`src/rtl/wb_load_stage.sv`:
```
// wb_load_stage: memory/writeback stage of the simple MIPS32 core.
// ALU results are registered and written back one cycle after acceptance.
// Loads issue a word read over a req/ack handshake, then extract and
// extend the addressed byte/half/word (big-endian) before writeback.
// Upstream is stalled while a load read is outstanding.
//
// Optional build macro: WB_MISALIGN_EXC_EN
//   defined   -> misaligned LH/LHU/LW raise a one-cycle o_exc pulse,
//                issue no memory request and write no register.
//   undefined -> o_exc is constant 0; misaligned LH ignores ofs[0] and
//                LW ignores the whole offset.
module wb_load_stage #(
  parameter int AW = 32
) (
  input  logic          i_clk,
  input  logic          i_rst,
  input  logic          i_valid,
  input  logic          i_rwe,
  input  logic [4:0]    i_dst,
  input  logic [31:0]   i_alu,
  input  logic          i_load,
  input  logic [2:0]    i_ltype,
  output logic          o_stall,
  output logic          o_mreq,
  output logic [AW-1:0] o_maddr,
  input  logic          i_mack,
  input  logic [31:0]   i_mrdata,
  output logic          o_we,
  output logic [4:0]    o_waddr,
  output logic [31:0]   o_wdata,
  output logic          o_exc
);

  // Load type encodings (opcode[2:0]); anything else behaves as LW.
  localparam logic [2:0] LT_LB  = 3'b000;
  localparam logic [2:0] LT_LH  = 3'b001;
  localparam logic [2:0] LT_LBU = 3'b100;
  localparam logic [2:0] LT_LHU = 3'b101;

  typedef enum logic [0:0] {
    ST_IDLE = 1'b0,
    ST_MREQ = 1'b1
  } state_t;

  // Select and extend the addressed field of a big-endian memory word.
  function automatic logic [31:0] extract_load(
    input logic [31:0] word,
    input logic [2:0]  ltype,
    input logic [1:0]  ofs
  );
    logic [7:0]  byte_v;
    logic [15:0] half_v;
    logic [31:0] res_v;
    case (ofs)
      2'd0:    byte_v = word[31:24];
      2'd1:    byte_v = word[23:16];
      2'd2:    byte_v = word[15:8];
      2'd3:    byte_v = word[7:0];
      default: byte_v = word[7:0];
    endcase
    if (ofs[1]) begin
      half_v = word[15:0];
    end else begin
      half_v = word[31:16];
    end
    case (ltype)
      LT_LB:   res_v = {{24{byte_v[7]}}, byte_v};
      LT_LH:   res_v = {{16{half_v[15]}}, half_v};
      LT_LBU:  res_v = {24'h00_0000, byte_v};
      LT_LHU:  res_v = {16'h0000, half_v};
      default: res_v = word;
    endcase
    return res_v;
  endfunction

`ifdef WB_MISALIGN_EXC_EN
  // True when the access width does not fit the offset inside the word.
  function automatic logic is_misaligned(
    input logic [2:0] ltype,
    input logic [1:0] ofs
  );
    logic mis_v;
    case (ltype)
      LT_LB, LT_LBU: mis_v = 1'b0;
      LT_LH, LT_LHU: mis_v = ofs[0];
      default:       mis_v = (ofs != 2'b00);
    endcase
    return mis_v;
  endfunction
`endif

  state_t        state_r, state_s;
  logic          we_r, we_s;
  logic [4:0]    waddr_r, waddr_s;
  logic [31:0]   wdata_r, wdata_s;
  logic          mreq_r, mreq_s;
  logic [AW-1:0] maddr_r, maddr_s;
  logic [4:0]    ldst_r, ldst_s;
  logic          lrwe_r, lrwe_s;
  logic [2:0]    ltype_r, ltype_s;
  logic [1:0]    lofs_r, lofs_s;
`ifdef WB_MISALIGN_EXC_EN
  logic          exc_r, exc_s;
`endif

  // Next-state and next-output logic for the IDLE/MREQ controller.
  always_comb begin
    state_s = state_r;
    we_s    = 1'b0;
    waddr_s = waddr_r;
    wdata_s = wdata_r;
    mreq_s  = mreq_r;
    maddr_s = maddr_r;
    ldst_s  = ldst_r;
    lrwe_s  = lrwe_r;
    ltype_s = ltype_r;
    lofs_s  = lofs_r;
`ifdef WB_MISALIGN_EXC_EN
    exc_s   = 1'b0;
`endif
    case (state_r)
      ST_IDLE: begin
        if (i_valid) begin
          if (i_load) begin
`ifdef WB_MISALIGN_EXC_EN
            if (is_misaligned(i_ltype, i_alu[1:0])) begin
              exc_s = 1'b1;
            end else begin
              ldst_s  = i_dst;
              lrwe_s  = i_rwe;
              ltype_s = i_ltype;
              lofs_s  = i_alu[1:0];
              maddr_s = {i_alu[AW-1:2], 2'b00};
              mreq_s  = 1'b1;
              state_s = ST_MREQ;
            end
`else
            ldst_s  = i_dst;
            lrwe_s  = i_rwe;
            ltype_s = i_ltype;
            lofs_s  = i_alu[1:0];
            maddr_s = {i_alu[AW-1:2], 2'b00};
            mreq_s  = 1'b1;
            state_s = ST_MREQ;
`endif
          end else begin
            // r0 is hardwired, so a write to it is dropped.
            we_s    = i_rwe && (i_dst != 5'd0);
            waddr_s = i_dst;
            wdata_s = i_alu;
          end
        end else begin
          state_s = ST_IDLE;
        end
      end
      ST_MREQ: begin
        // Request and address stay stable until the ack is seen.
        if (i_mack) begin
          we_s    = lrwe_r && (ldst_r != 5'd0);
          waddr_s = ldst_r;
          wdata_s = extract_load(i_mrdata, ltype_r, lofs_r);
          mreq_s  = 1'b0;
          state_s = ST_IDLE;
        end else begin
          state_s = ST_MREQ;
        end
      end
      default: begin
        mreq_s  = 1'b0;
        state_s = ST_IDLE;
      end
    endcase
  end

  // State and output registers; reset abandons any outstanding load.
  always_ff @(posedge i_clk) begin
    if (i_rst) begin
      state_r <= ST_IDLE;
      we_r    <= 1'b0;
      waddr_r <= 5'd0;
      wdata_r <= 32'd0;
      mreq_r  <= 1'b0;
      maddr_r <= '0;
      ldst_r  <= 5'd0;
      lrwe_r  <= 1'b0;
      ltype_r <= 3'd0;
      lofs_r  <= 2'd0;
`ifdef WB_MISALIGN_EXC_EN
      exc_r   <= 1'b0;
`endif
    end else begin
      state_r <= state_s;
      we_r    <= we_s;
      waddr_r <= waddr_s;
      wdata_r <= wdata_s;
      mreq_r  <= mreq_s;
      maddr_r <= maddr_s;
      ldst_r  <= ldst_s;
      lrwe_r  <= lrwe_s;
      ltype_r <= ltype_s;
      lofs_r  <= lofs_s;
`ifdef WB_MISALIGN_EXC_EN
      exc_r   <= exc_s;
`endif
    end
  end

  assign o_stall = (state_r == ST_MREQ);
  assign o_mreq  = mreq_r;
  assign o_maddr = maddr_r;
  assign o_we    = we_r;
  assign o_waddr = waddr_r;
  assign o_wdata = wdata_r;
`ifdef WB_MISALIGN_EXC_EN
  assign o_exc   = exc_r;
`else
  assign o_exc   = 1'b0;
`endif

endmodule

```
`config.mk`:
```
export PLATFORM = sky130hd
export DESIGN_NAME = wb_load_stage
export DESIGN_NICKNAME = d
export VERILOG_FILES = /design/src/rtl/wb_load_stage.sv
export SDC_FILE = /design/constraint.sdc
export NUM_CORES = 1
export LEC_CHECK = 0
export ABC_AREA = 1
export BUFFER_PORTS_ARGS = -buffer_cell sky130_fd_sc_hd__buf_4
export CORE_MARGIN = 4
export CORE_UTILIZATION = 40
export DETAILED_ROUTE_END_ITERATION = 16
export PLACE_DENSITY = 0.67
export SYNTH_ARGS = -nofsm -noshare
export SYNTH_HDL_FRONTEND = slang
export SYNTH_SLANG_ARGS = --single-unit
```
`constraint.sdc`:
```
create_clock -name i_clk -period 2.05 [get_ports i_clk]
set_input_delay 0.3075 -clock i_clk [delete_from_list [all_inputs] [get_ports i_clk]]
set_output_delay 0.3075 -clock i_clk [all_outputs]
set_load 0.01 [all_outputs]
```
==> results of run 1 <==
logic make-up (layout without fill, tap and decap cells):
group	after synthesis	in the layout
buffers and inverters	75	206
flip-flops	81	81
other	1	3
AND/OR/NAND/NOR	215	215
AO/OA/AOI/OAI	189	189
cells in the final DEF (no fill, tap or decap), types with 5 or more instances in the layout:
cell type | netlist | final
sky130_fd_sc_hd__nor2_1 | 51 | 51
sky130_fd_sc_hd__a21oi_2 | 12 | 12
sky130_fd_sc_hd__nand3_1 | 12 | 12
sky130_fd_sc_hd__nand3_2 | 13 | 13
sky130_fd_sc_hd__nand2_2 | 7 | 7
sky130_fd_sc_hd__clkbuf_8 | 0 | 9
sky130_fd_sc_hd__buf_4 | 7 | 158
sky130_fd_sc_hd__inv_1 | 29 | 29
sky130_fd_sc_hd__dfxtp_1 | 81 | 81
sky130_fd_sc_hd__a21oi_1 | 84 | 84
sky130_fd_sc_hd__a31oi_1 | 5 | 5
sky130_fd_sc_hd__o21ai_0 | 76 | 76
sky130_fd_sc_hd__nand2_1 | 121 | 121
sky130_fd_sc_hd__o21ai_1 | 8 | 8
path summary, 6_finish.rpt:
kind | start | end | slack (ns) | cells after the start
max | o_stall | o_waddr[1] | 0.32 | 6
min | i_alu[26] | o_maddr[26] | 0.21 | 3
max reg2reg | o_stall | o_waddr[1] | 0.32 | 6
min reg2reg | o_maddr[5] | o_maddr[5] | 0.47 | 2
worst max-delay path, stage by stage (launching register included):
cell	delay [ns]
sky130_fd_sc_hd__dfxtp_1	0.42
sky130_fd_sc_hd__inv_4	0.12
sky130_fd_sc_hd__nand3_4	0.18
sky130_fd_sc_hd__nand2_4	0.33
sky130_fd_sc_hd__buf_4	0.32
sky130_fd_sc_hd__o21ai_0	0.11
sky130_fd_sc_hd__a31oi_1	0.16
layout make-up:
cell class                 count  area [um^2]  share of cell area
inverter                      32        122.6             0.02304
sequential                    81         1622              0.3047
multi-input combinational    407         2007              0.3771
clock inverter                 6        90.09             0.01693
clock buffer                  10        127.6             0.02398
timing repair buffer         158         1186              0.2229
tap                          133        166.4             0.03127
power by group through the flow:
stage | clock, mW | sequential (mW) | combinational, mW
final | 1.31 | 1.78 | 0.947
after global routing | 1.41 | 1.79 | 1.04
after CTS | 1.32 | 1.78 | 0.948
after detailed placement | 0 | 1.81 | 0.945
after global placement | 0 | 1.81 | 0.931
after floorplan | 0 | 1.84 | 0.511
per-stage QoR:
step,instances,power (mW),area (um^2)
6_report,827,4.038,5321
5_1_grt,827,4.251,5321
4_1_cts,827,4.049,5321
3_5_place_dp,811,2.758,5104
3_3_place_gp,811,2.743,5104
2_1_floorplan,563,2.350,4004
routing by layer:
layer,global-route usage,vias to the layer above
li1,-,2105
met1,0.2854,1903
met2,0.3464,183
met3,0.05134,19
met4,0.07214,0
met5,0,-
flip-flops by register name, indices dropped and copies added (netlist names):
| register | cells |
|---|---|
| o_wdata | 32 |
| o_maddr | 30 |
| ldst_r | 5 |
| o_waddr | 5 |
| ltype_r | 3 |
| lofs_r | 2 |
| lrwe_r | 1 |
| o_mreq | 1 |
| o_stall | 1 |
| o_we | 1 |
synth_stat cells:
cell type,number
sky130_fd_sc_hd__a211oi_1,3
sky130_fd_sc_hd__a21oi_1,84
sky130_fd_sc_hd__a21oi_2,12
sky130_fd_sc_hd__a21oi_4,1
sky130_fd_sc_hd__a31oi_1,5
sky130_fd_sc_hd__buf_1,2
sky130_fd_sc_hd__buf_2,16
sky130_fd_sc_hd__buf_4,7
sky130_fd_sc_hd__buf_6,6
sky130_fd_sc_hd__clkbuf_1,12
sky130_fd_sc_hd__conb_1,1
sky130_fd_sc_hd__dfxtp_1,81
sky130_fd_sc_hd__inv_1,29
sky130_fd_sc_hd__inv_2,2
sky130_fd_sc_hd__inv_4,1
sky130_fd_sc_hd__nand2_1,121
sky130_fd_sc_hd__nand2_2,7
sky130_fd_sc_hd__nand2_4,1
sky130_fd_sc_hd__nand3_1,12
sky130_fd_sc_hd__nand3_2,13
sky130_fd_sc_hd__nand3_4,2
sky130_fd_sc_hd__nand4_1,1
sky130_fd_sc_hd__nor2_1,51
sky130_fd_sc_hd__nor2_2,1
sky130_fd_sc_hd__nor3_1,3
sky130_fd_sc_hd__nor3_2,2
sky130_fd_sc_hd__o21ai_0,76
sky130_fd_sc_hd__o21ai_1,8
sky130_fd_sc_hd__or2_2,1
==> flow_summary.toml, run 1 <==
[outcome]
outcome = "finished, final reports clean"

[sta]
drv_slew = 0
final.setup_skew_ns = 0.01410
report.final.hold_viol_count = 0
fin_hold_ws_ns = 0.2084
worst_slew_margin_rel = 0.4783
fmax_ghz = 0.5770
fin_crit_ns = 1.733
layout_worst_path_cycle_share = 0.8454
final_critical_path_setup_slack_ns = 0.3169
timing_worst_slew_pin_value_ns = 0.7814
timing.setup.tns_ns = 0
setup_viol_count_final = 0
grt_setup_unrepaired = "no"

[routing]
wl_on_met1_um = 5427
met3WireLength_um = 1186
wl_um = 12860
dr.max_layer_used = "met4"
met2_length_um = 5989
dr_total_vias = 4210
wl_per_cell_um = 15.55
number_of_design_rule_violations_left_after_detail_routing = 0
drt_pre_antenna_iters = 8
drtIter0Drc = 262
post_drt_via_cell_ratio = 5.091
antenna_violating_nets_left = 0

[clocking]
cts_tree = "built"
clk_root_buffer_cell = "sky130_fd_sc_hd__clkbuf_8"
cts.repair.resized = 0
clock_tree.buffer_depth = 2
worst_setup_hold_path_clk_slew_ns = 0.10
cts_sinks = 81
insertion_delay_ns = 0.36
post_cts.repair.setup_buffers = 0
ctsHoldBuffers = 0
numCtsBuffers = 9
htree_levels = 3

[logic_synthesis]
adder_cell_share_of_the_synthesized_area = 0
yosysUniqueCellTypes = 29
main_combinational_cell_family_by_area_after_synthesis = "compound AO/OA/AOI/OAI gates"
seq_area_frac_synth = 0.4058
synthSimpleGateAreaFrac = 0.2451
yosysWarningCount = 0
synth_compound_gate_area_share = 0.2542
syn-instance-count = 561
yosys.area.top_type = "sky130_fd_sc_hd__dfxtp_1"
xor_xnor_portion_of_the_synthesized_cell_area = 0
synth_top_area_share = 0.4058
post_synth.cell_area_avg_um2 = 7.124
syn-cell-area_um2 = 3996
synth.area.mux_share = 0
synthTopCellsByArea = "sky130_fd_sc_hd__dfxtp_1, sky130_fd_sc_hd__nand2_1, sky130_fd_sc_hd__a21oi_1"
yosys_register_bits = 81

[placement]
dpl_worst_slack_ns = 0.3228
finalWeightedCongestion = 0.8986
port_buffer_count = 147
hpwl_um = 9522

[power]
power-per-cell-area_nw_per_um2 = 758.8
netSwitchingFraction = 0.3075
power_frac_seq = 0.441
p_leak_nw = 2.498
pwr-share-clk = 0.325
internal_pwr_total_mw = 2.796
ir_worst_vdd_v = 0.0003802
p_sw_mw = 1.242
relative_contribution_of_combinational_cells_to_total_power = 0.235

[global_route]
initial_antenna_violation_count = 0
grt.overflow.total = 0
number_of_global_route_vias_before_repair = 4012
grtUsageTotal = 0.2156
grt_first_pass_wirelength_um = 19930
grt_max_degree = 52

[worst_setup_path]
crit_path_max_fanout = 30
setup.worst_path.start_class = "flop"
cp-end-kind = "flop"
worst-setup-path-type = "flop to flop"
required_ns = 2.33
crit_arrival_ns = 2.01

[min_path]
min_path_type = "input port to flop"

[floorplan]
row_count = 36
start_util = 0.4108
fp.coreArea_um2 = 9729
die_area_um2 = 11650
die_w_um = 108.0
io_count = 151
die_height_um = 108.0

[final_layout]
final_net_count = 767
n_antenna_cell = 0
final.fill_count = 951
area_growth_syn_to_layout_pct = 33.16
finalCoreUtilization = 0.5469
drive_gt1_frac = 0.3112

[flow_run]
drv_cap = 0
No activity file was read; power rests on OpenSTA's default activity.
==> inputs of run 2 (changes only) <==
==> constraint.sdc (replaced) <==
create_clock -name i_clk -period 1.6 [get_ports i_clk]
set_input_delay 0.24 -clock i_clk [delete_from_list [all_inputs] [get_ports i_clk]]
set_output_delay 0.24 -clock i_clk [all_outputs]
set_load 0.01 [all_outputs]
==> run 2 against run 1 <==
  * Critical path depth is 1 higher
  * Sequential share of layout area fell by 0.64 points
  * Combinational power is 36% higher
  * Critical endpoint is now o_wdata[0]
  * Largest cell class unchanged
  * Highest routed layer unchanged
==> flow_summary.toml, run 2 (same netlist as run 1, synthesis figures left out) <==
[clocking]
clock_tree.buffer_depth = 2
insertion_delay_ns = 0.36
cts_tree = "built"
clk_root_buffer_cell = "sky130_fd_sc_hd__clkbuf_8"
numCtsBuffers = 9
htree_levels = 3
ctsHoldBuffers = 0
worst_setup_hold_path_clk_slew_ns = 0.09
cts_sinks = 81

[sta]
report.final.hold_viol_count = 0
layout_worst_path_cycle_share = 0.9366
fin_hold_ws_ns = 0.1398
final.setup_skew_ns = 0.01127
drv_slew = 0
setup_viol_count_final = 0
fin_crit_ns = 1.498
fmax_ghz = 0.6673

[final_layout]
drive_gt1_frac = 0.3248
finalCoreUtilization = 0.5592
final_net_count = 778
layout.cells.non_filler = 838
n_antenna_cell = 0
layout.cells.most_common = "sky130_fd_sc_hd__buf_4"
largest_register_ffs = 32
most-common-layout-cells = "sky130_fd_sc_hd__buf_4, sky130_fd_sc_hd__nand2_1, sky130_fd_sc_hd__a21oi_1, sky130_fd_sc_hd__dfxtp_1, sky130_fd_sc_hd__o21ai_0"
final.fill_count = 930
area_growth_syn_to_layout_pct = 36.13

[floorplan]
row_count = 36
die_w_um = 108.0
die_area_um2 = 11650
start_util = 0.4108
die_height_um = 108.0
io_count = 151
fp.coreArea_um2 = 9729

[placement]
placed_cells = 818
port_buffer_count = 147
finalWeightedCongestion = 0.8786
hpwl_um = 9695

[routing]
drtIter0Drc = 237
met2_length_um = 6181
dr.max_layer_used = "met4"
wl_um = 13170
wl_on_met1_um = 5794
dr_total_vias = 4199
number_of_design_rule_violations_left_after_detail_routing = 0
post_drt_via_cell_ratio = 5.011
drt_pre_antenna_iters = 5
wl_per_cell_um = 15.72
met3WireLength_um = 944
antenna_violating_nets_left = 0

[global_route]
grtUsageTotal = 0.2202
initial_antenna_violation_count = 0
grt.overflow.total = 0
grt_first_pass_wirelength_um = 20300
number_of_global_route_vias_before_repair = 3975
grt_max_degree = 51

[power]
p_leak_nw = 2.564
power-per-cell-area_nw_per_um2 = 946.7
finalPower_mw = 5.150
ir_worst_vdd_v = 0.0004797

[flow_run]
drv_cap = 0

[worst_setup_path]
cp-startpoint = "lofs_r[1]"
ff2ff_path_depth = 7
r2r_end = "o_wdata[0]"
crit_arrival_ns = 1.79
setup.worst_path.start_class = "flop"
crit_path_max_fanout = 9
cp-end-kind = "flop"
reg2reg_slack_ns = 0.10
required_ns = 1.89
worst-setup-path-type = "flop to flop"
critical_path.reg2reg.startpoint = "lofs_r[1]"
critical_path.endpoint = "o_wdata[0]"

[min_path]
min_path_type = "input port to flop"

[outcome]
outcome = "finished, final reports clean"
run 2: changes by cell type in the layout (fill, tap and decap cells not counted), sizes merged:
cell,change
bufinv,-1
nand3,+1
clkinv,+2
inv,-2
buf,+10
clkbuf,+1
run 2: stage by stage:
step	TNS, ns	area (um^2)	worst slack [ns]
finish	0	5440	0.1015
global route	-0.01100	5440	-0.01100
CTS	0	5386	0.004641
detailed placement	0	5181	0.04362
global placement	0	5181	0.1431
floorplan	0	4004	0.3551
run 2: repair_timing:
action | 4_1_cts | 5_1_grt
gates resized for setup | 0 | 6
endpoints found under the setup margin | 0 | 29
buffers inserted | 0 | 3
run 2: power by group:
group          leakage (nW)  switching, mW  internal [mW]
Sequential            0.667         0.0917           2.17
Combinational          1.79          0.728          0.558
Clock                 0.105          0.820          0.779
run 2: layout make-up:
class,count,area (um^2),share of cell area
clock inverters,5,63.81,0.01173
clock buffers,11,141.4,0.02599
inverters,32,126.4,0.02323
well taps,133,166.4,0.03059
repair buffers,168,1290,0.2371
multi-input cells,408,2029,0.3730
flip-flops and latches,81,1623,0.2983
run 2: how the worst min path moves through the flow:
stage	slack [ns]	to	from	cells past startpoint
2_1_floorplan	0.38	o_stall	i_load	2
6_report	0.14	o_stall	i_load	3
3_3_place_gp	0.45	o_maddr[10]	o_maddr[10]	2
3_5_place_dp	0.46	o_maddr[7]	o_maddr[7]	2
4_1_cts	0.12	o_stall	i_load	3
5_1_grt	0.13	o_maddr[3]	i_alu[3]	3
run 2: worst max-delay path: stages (launching register included):
cell,delay [ns]
sky130_fd_sc_hd__dfxtp_1,0.38
sky130_fd_sc_hd__clkinvlp_4,0.20
sky130_fd_sc_hd__buf_4,0.19
sky130_fd_sc_hd__o21ai_0,0.27
sky130_fd_sc_hd__nand2_1,0.10
sky130_fd_sc_hd__nand3_1,0.11
sky130_fd_sc_hd__nand2_1,0.06
sky130_fd_sc_hd__a21oi_1,0.11
run 2: metal layers:
| metal | up-vias | track usage |
|---|---|---|
| met5 | - | 0 |
| met2 | 148 | 0.3539 |
| met3 | 19 | 0.05791 |
| met4 | 0 | 0.07304 |
| li1 | 2130 | - |
| met1 | 1902 | 0.2883 |
==> inputs of run 3 (changes only) <==
--- a/config.mk
+++ b/config.mk
@@ -8,9 +8,9 @@
 export ABC_AREA = 1
 export BUFFER_PORTS_ARGS = -buffer_cell sky130_fd_sc_hd__buf_4
 export CORE_MARGIN = 4
-export CORE_UTILIZATION = 40
+export CORE_UTILIZATION = 49
 export DETAILED_ROUTE_END_ITERATION = 16
-export PLACE_DENSITY = 0.67
+export PLACE_DENSITY = 0.8
 export SYNTH_ARGS = -nofsm -noshare
 export SYNTH_HDL_FRONTEND = slang
 export SYNTH_SLANG_ARGS = --single-unit
==> run 3 against run 2 <==
  * Register-to-register slack improved by 0.04 ns
  * Count of clock-buffer cells in the layout grew 1
  * Via count grew 2.2%
  * Flip-flop and latch count unchanged
  * Cell count fell by 4.3%
  * Power shrank 6.1%
  * Worst hold slack improved by 0.0047 ns
  * Critical path type unchanged
  * Sequential share of layout area increased by 0.65 points
  * First-iteration DRC count increased by 0.42%
  * Fmax grew 2.7%
  * Critical endpoint is now o_wdata[2]
==> flow_summary.toml, run 3 (same netlist as run 1, synthesis figures left out) <==
[outcome]
outcome = "finished, final reports clean"

[final_layout]
largest_register_ffs = 32
final.fill_count = 739
final_net_count = 774
layout.cells.most_common = "sky130_fd_sc_hd__buf_4"
finalCoreUtilization = 0.6784
combined_area_of_the_multi_input_logic_cells_um2 = 2012
stdcell_area_um2 = 5324
area_growth_syn_to_layout_pct = 33.22
drive_gt1_frac = 0.3186
n_antenna_cell = 0
ff_latch_area_um2 = 1623
most-common-layout-cells = "sky130_fd_sc_hd__buf_4, sky130_fd_sc_hd__nand2_1, sky130_fd_sc_hd__a21oi_1, sky130_fd_sc_hd__dfxtp_1, sky130_fd_sc_hd__o21ai_0"

[routing]
drt_pre_antenna_iters = 4
wl_per_cell_um = 15.81
wl_um = 12680
drtIter0Drc = 238
antenna_violating_nets_left = 0
dr_total_vias = 4291
post_drt_via_cell_ratio = 5.350
number_of_design_rule_violations_left_after_detail_routing = 0

[global_route]
grt_first_pass_wirelength_um = 20270
number_of_global_route_vias_before_repair = 4091
grt.overflow.total = 0
grt_max_degree = 43
initial_antenna_violation_count = 0
grtUsageTotal = 0.2552

[worst_setup_path]
worst_path_most_repeated_cell = "sky130_fd_sc_hd__nor2_1"
crit_arrival_ns = 1.74
crit_path_cell_trace = "inv_1 > nand2_2 > a21oi_4 > nor2_1 > nor2_1 > nand2_1 > a21oi_1"
crit_path_max_fanout = 9
critical_path.reg2reg.startpoint = "lofs_r[0]"
ff2ff_path_depth = 7
crit_path_max_incr_delay_ns = 0.35
required_ns = 1.88
reg2reg_slack_ns = 0.14
worst-setup-path-type = "flop to flop"
r2r_end = "o_wdata[2]"
critical_path.slowest_cell = "sky130_fd_sc_hd__dfxtp_1"
cp-end-kind = "flop"
setup.worst_path.start_class = "flop"

[flow_run]
drv_cap = 0

[floorplan]
io_count = 151
fp.coreArea_um2 = 7848
start_util = 0.5092
row_count = 32
die_area_um2 = 9665
die_w_um = 98.31
die_height_um = 98.31

[clocking]
ctsHoldBuffers = 0
clk_root_buffer_cell = "sky130_fd_sc_hd__clkbuf_8"
htree_levels = 3
cts_tree = "built"
cts_sinks = 81
clock_tree.buffer_depth = 2
worst_setup_hold_path_clk_slew_ns = 0.08
insertion_delay_ns = 0.35
numCtsBuffers = 9

[placement]
port_buffer_count = 147
hpwl_um = 9430
dpl_worst_slack_ns = 0.1624
placed_cell_area_um2 = 5155
finalWeightedCongestion = 0.8963

[power]
ir_worst_vdd_v = 0.0006036
power-per-cell-area_nw_per_um2 = 908.5
power_frac_seq = 0.469
netSwitchingFraction = 0.3144
relative_contribution_of_combinational_cells_to_total_power = 0.260
p_leak_nw = 2.528
internal_pwr_total_mw = 3.316
pwr-share-clk = 0.270
p_sw_mw = 1.521

[min_path]
min_path_type = "input port to flop"
min_delay_worst_endpoint = "o_stall"
timing.hold.worst_path_depth = 3
worst_hold_launch = "i_load"

[sta]
fin_hold_ws_ns = 0.1445
grt_setup_unrepaired = "no"
final_critical_path_setup_slack_ns = 0.1415
setup_viol_count_final = 0
fmax_ghz = 0.6856
fin_crit_ns = 1.458
timing.setup.tns_ns = 0
final.setup_skew_ns = 0.007655
drv_slew = 0
report.final.hold_viol_count = 0
layout_worst_path_cycle_share = 0.9116
## run 3: area by class of cell
cell class | count | area share
Clock buffer | 12 | 0.02726
Inverter | 32 | 0.02303
Tap cell | 102 | 0.02397
Multi-Input combinational cell | 407 | 0.3779
Clock inverter | 3 | 0.003290
Timing Repair Buffer | 165 | 0.2397
Sequential cell | 81 | 0.3048
## run 3: per-stage QoR
stage / total power, mW / instances
after floorplan: 3.010 / 563
after global placement: 3.537 / 787
after detailed placement: 3.560 / 787
after CTS: 4.856 / 802
after global routing: 5.082 / 802
final: 4.837 / 802
## run 3: how the worst max path moves through the flow
stage,startpoint,to,slack (ns),cells after the start
4_1_cts,lofs_r[1],o_wdata[17],0.14,7
3_5_place_dp,lofs_r[1],o_wdata[19],0.16,7
3_3_place_gp,ltype_r[1],o_wdata[6],0.17,6
6_report,lofs_r[0],o_wdata[2],0.14,7
5_1_grt,o_stall,o_wdata[17],0.04,6
2_1_floorplan,o_stall,o_wdata[30],0.36,7
## run 3: power groups by stage
stage / registers (mW) / clock network (mW) / logic [mW]
after global routing: 2.29 / 1.41 / 1.38
after detailed placement: 2.31 / 0 / 1.25
after floorplan: 2.36 / 0 / 0.655
final: 2.27 / 1.31 / 1.26
after CTS: 2.27 / 1.33 / 1.26
after global placement: 2.31 / 0 / 1.23
## run 3: per-layer routing
| metal | global-route usage | vias to the layer above | part of all wire | routed length (um) |
|---|---|---|---|---|
| met1 | 0.3220 | 1982 | 0.42 | 5384 |
| met2 | 0.4171 | 164 | 0.48 | 6047 |
| li1 | - | 2117 | - | - |
| met3 | 0.06000 | 28 | 0.070 | 889 |
| met4 | 0.1082 | 0 | 0.028 | 357 |
| met5 | 0 | - | 0 | 0 |
## run 3: what timing repair did
item                                    in CTS  in global routing
endpoints found under the setup margin       0                  2
resized for setup                            0                  3
setup buffers                                0                  0
## run 3: worst max-delay path, delay by kind of cell (launching register included)
| kind | cells | cell delay [ns] |
|---|---|---|
| compound gates | 2 | 0.45 |
| buf+inv | 1 | 0.13 |
| simple gates | 4 | 0.45 |
| flops | 1 | 0.35 |
